$ cat config.mk
export PLATFORM = sky130hd
export DESIGN_NAME = fetch_decode_queue
export DESIGN_NICKNAME = d
export VERILOG_FILES = /design/src/rtl/fetch_decode_queue.sv
export SDC_FILE = /design/constraint.sdc
export NUM_CORES = 1
export LEC_CHECK = 0
export CAP_MARGIN = 20
export CELL_PAD_IN_SITES_DETAIL_PLACEMENT = 1
export CELL_PAD_IN_SITES_GLOBAL_PLACEMENT = 1
export CORE_MARGIN = 5
export CORE_UTILIZATION = 50
export CTS_CLUSTER_SIZE = 14
export DETAILED_ROUTE_END_ITERATION = 16
export GPL_ROUTABILITY_DRIVEN = 1
export PLACE_DENSITY_LB_ADDON = 0.2
export SLEW_MARGIN = 20
export SYNTH_ARGS = -nofsm -noshare
export SYNTH_HDL_FRONTEND = slang
export SYNTH_SLANG_ARGS = --single-unit
$ cat constraint.sdc
create_clock -name clk_i -period 8.15 [get_ports clk_i]
set_input_delay 0.815 -clock clk_i [delete_from_list [all_inputs] [get_ports clk_i]]
set_output_delay 0.815 -clock clk_i [all_outputs]
set_load 0.02 [all_outputs]
$ cat src/rtl/fetch_decode_queue.sv
// Fetch-to-decode instruction queue.
// Circular buffer of {pc, instr} with flush and illegal-encoding flag.
module fetch_decode_queue #(
  parameter int DEPTH = 4,
  parameter int XLEN  = 64,
  parameter int ILEN  = 32
) (
  input  logic                       clk_i,
  input  logic                       rst_i,
  input  logic                       flush_i,
  input  logic                       if_valid_i,
  input  logic [XLEN-1:0]            if_pc_i,
  input  logic [ILEN-1:0]            if_instr_i,
  output logic                       if_ready_o,
  output logic                       id_valid_o,
  output logic [XLEN-1:0]            id_pc_o,
  output logic [ILEN-1:0]            id_instr_o,
  output logic                       id_illegal_o,
  input  logic                       id_ready_i,
  output logic [$clog2(DEPTH):0]     count_o
);

  localparam int AW = $clog2(DEPTH);
  localparam int CW = AW + 1;

  typedef struct packed {
    logic [XLEN-1:0] pc;
    logic [ILEN-1:0] instr;
  } entry_t;

  entry_t        mem [DEPTH];
  logic [AW-1:0] wr_ptr;
  logic [AW-1:0] rd_ptr;
  logic [CW-1:0] count;
  logic          push;
  logic          pop;
  entry_t        head;

  assign if_ready_o = (count != CW'(DEPTH));
  assign id_valid_o = (count != '0);

  assign push = if_valid_i & if_ready_o & ~flush_i;
  assign pop  = id_valid_o & id_ready_i & ~flush_i;

  assign head = mem[rd_ptr];

  // Zero is the bubble encoding, so mask everything when empty.
  always_comb begin
    id_pc_o      = '0;
    id_instr_o   = '0;
    id_illegal_o = 1'b0;
    if (id_valid_o) begin
      id_pc_o      = head.pc;
      id_instr_o   = head.instr;
      id_illegal_o = (head.instr[1:0] != 2'b11);
    end
  end

  assign count_o = count;

  always_ff @(posedge clk_i) begin
    if (rst_i || flush_i) begin
      wr_ptr <= '0;
      rd_ptr <= '0;
      count  <= '0;
    end else begin
      if (push) wr_ptr <= wr_ptr + AW'(1);
      if (pop)  rd_ptr <= rd_ptr + AW'(1);
      unique case ({push, pop})
        2'b10:   count <= count + CW'(1);
        2'b01:   count <= count - CW'(1);
        default: count <= count;
      endcase
    end
  end

  // Storage is never cleared; only pointers and count are.
  always_ff @(posedge clk_i) begin
    if (push && !rst_i) begin
      mem[wr_ptr] <= '{pc: if_pc_i, instr: if_instr_i};
    end
  end

endmodule

==> flow_metrics.tcl <==
set metrics [dict create \
    outcome "finished clean" \
    ios 203 \
    wl_um 32800 \
    numCtsBuffers 40 \
    viasPerCell 5.55 \
    p_clk_frac 0.427 \
    fp.dieH_um 183 \
    port_buffers 202 \
    ff2ff_path_depth 4 \
    dpl.hpwl_um 19900 \
    grt_pass1_wl_um 50400 \
    fmax_mhz 239 \
    arrival_ns 3.36 \
    r2r-start "count_o[0]" \
    r2r_setup_slack_ns 5.13 \
    yosys.area.top_type "edfxtp_1" \
    synthToLayoutAreaGrowth_pct 24.6 \
    startpoint_type "register" \
    grt_remaining_overflow 0 \
    cts-resized-gates 0 \
    seqPwrFrac 0.530 \
    setup-violations-final 0 \
    min_from "wr_ptr[0]" \
    p_int_w 0.00341 \
    netlist_area_um2 15000 \
    clk_pin_slew_ns 0.06 \
    fillers 2493 \
    synthMuxAreaShare 0.144 \
    cts.root.buffer_cell "clkbuf_16" \
    ctsHoldBuffers 0 \
    track_usage 0.198 \
    end_kind "output pin" \
    antenna_found_initial 5 \
    p_leak_nw 5.83 \
    power.density_nw_per_um2 227 \
    yosysWarningCount 0 \
    synth_fa_ha_area_frac 0.00551 \
    period_needed_ns 4.18 \
    worst_slew_pin_slew_ns 1.07 \
    synth_edf_count 384 \
    cts_setup_buffers 0 \
    grt_max_degree 71 \
    synth_nets 773 \
    power.total_w 0.00424 \
    row_count 63 \
    relSlewSlack 0.288 \
    reg2reg_to "mem[0][91]" \
    firstDrtPassIters 4 \
    synth_flop_cell "edfxtp_1" \
    syn_inst 666 \
    ant_nets 0 \
    drv_cap 0 \
    yosys-top-cells-area "edfxtp_1, mux4_2, and2_1, dfxtp_1, ha_1" \
    yosysTopAreaCellShare 0.770 \
    holdPathEnd "wr_ptr[0]" \
    hp-class "reg2reg" \
    drcViolationCount 0 \
    switching_share 0.195 \
    drtIter0Drc 473 \
    hold_viol_final 0 \
    regArea_um2 11700 \
    crit_required_ns 7.34 \
    synth_compound_area_frac 0.00393 \
    synth_xor_xnor_area_share 0.00234 \
    criticalPathCategory "reg2out" \
    dieArea_um2 33500 \
    power_switching_w 0.000825 \
    place_congestion 0.794 \
    final_nets 991 \
    slew_viol_final 0 \
    n_antenna_cell 0 \
    cp_slowest_cell "dfxtp_4" \
    grt_pass1_vias 8156 \
    syn_area_per_cell_um2 22.5 \
    tns_ns 0 \
    clkSinkCount 393 \
    min_delay_path_depth 2 \
    htree_levels 2 \
    async_reset_ff_frac 0 \
    yosys.area_share.simple 0.0474 \
    coreArea_um2 29600 \
    hold_slack_ns 0.533 \
    cp_cell_sequence "buf_4 > mux4_2 > and2_1 > clkdlybuf4s50_1" \
    clk_latency_ns 0.53 \
    cp_max_fo 33 \
    rsz0062_at_grt "no" \
    synth_cell_types 27 \
    vias 7230 \
    period_share 0.512 \
    synth-seq-area-share 0.782 \
    fp.dieW_um 183 \
    drive_gt1_frac 0.181 \
    yosys.cell_count.top_type "edfxtp_1" \
    avgRoutedWirePerCell_um 25.2 \
    synth_top_family_by_area "multiplexers" \
    synth.ff_latch_count 393 \
    cts_buffer_depth 3 \
    fin_worst_skew_ns 0.0231 \
    max_stage_delay_ns 0.78 \
    multi_input_area_um2 3060 \
    cts_tree "built" \
    comb_power_share 0.044 \
    start_util 0.505 \
    vdd_drop_max_mv 0.161 \
    synth_top_cells_by_count "edfxtp_1, and2_1, mux4_2" \
]
[stage by stage]
stage	instances	utilization	instance area [um^2]	worst slack, ns
after floorplan	666	-	15000	4.24
after global placement	1232	0.586	17400	4.40
after detailed placement	1232	0.586	17400	4.28
after CTS	1303	0.630	18700	3.81
after global routing	1303	0.630	18700	3.72
final	1303	0.630	18700	3.97
[power by group through the flow]
stage               clock network (W)  logic (W)  registers, W
finish                        0.00181   0.000184       0.00224
global route                  0.00196   0.000196       0.00224
CTS                           0.00185   0.000187       0.00224
detailed placement                  0   0.000185       0.00229
global placement                    0   0.000177       0.00228
floorplan                           0  0.0000689       0.00229
[flip-flops by register name, summed over array words and instances, names as in the netlist, named ones only]
name / cells
rd_ptr: 2
wr_ptr: 2
count_o: 3
mem: 384
[layout make-up]
| class | count | share of cell area |
|---|---|---|
| Clock buffer | 48 | 0.0564 |
| Clock inverter | 23 | 0.0129 |
| Inverter | 6 | 0.00121 |
| Multi-Input combinational cell | 233 | 0.164 |
| Sequential cell | 393 | 0.628 |
| Tap cell | 390 | 0.0261 |
| Timing Repair Buffer | 210 | 0.112 |
[layout by cell type, fill, tap and decap left out, types with 2 or more instances in the layout]
| cell type | synthesis | final |
|---|---|---|
| mux4_2 | 96 | 96 |
| nor2_1 | 7 | 7 |
| bufinv_16 | 0 | 5 |
| clkinv_1 | 0 | 11 |
| ha_1 | 5 | 5 |
| nand3_1 | 2 | 2 |
| clkbuf_16 | 0 | 41 |
| inv_1 | 6 | 6 |
| xor2_1 | 4 | 4 |
| buf_4 | 0 | 8 |
| o21ai_0 | 3 | 3 |
| dfxtp_1 | 9 | 7 |
| inv_6 | 0 | 3 |
| and2_1 | 100 | 96 |
| clkbuf_1 | 16 | 7 |
| dfxtp_4 | 0 | 2 |
| clkdlybuf4s50_1 | 0 | 202 |
| and2_4 | 0 | 4 |
| a21oi_1 | 4 | 4 |
| clkinv_2 | 0 | 3 |
| edfxtp_1 | 384 | 384 |
[layer usage]
| layer | part of all wire | track usage | vias to the layer above |
|---|---|---|---|
| met4 | 0.020 | 0.0483 | 10 |
| met2 | 0.52 | 0.341 | 224 |
| li1 | - | - | 3138 |
| met3 | 0.059 | 0.0456 | 54 |
| met5 | 0.0026 | 0 | - |
| met1 | 0.40 | 0.259 | 3804 |
[worst max path at each step]
stage,cells after the start,startpoint,end
floorplan,3,flush_i,mem[0][0]
global placement,4,register,id_pc_o[13]
detailed placement,5,flush_i,mem[1][91]
CTS,4,register,id_pc_o[30]
global route,4,register,id_pc_o[13]
finish,4,register,id_pc_o[30]
[kinds of logic after synthesis]
logic type	count (synthesis)
simple gates	117
flops	393
mux	96
xor+xnor	4
fa+ha+maj	6
buf+inv	40
compound gates	10
[critical path, delay by kind of cell (launching register included)]
family	cells	cell delay, ns
flops	1	0.78
mux	1	0.59
buf+inv	2	1.24
simple gates	1	0.20
No activity file was read; power rests on OpenSTA's default activity.
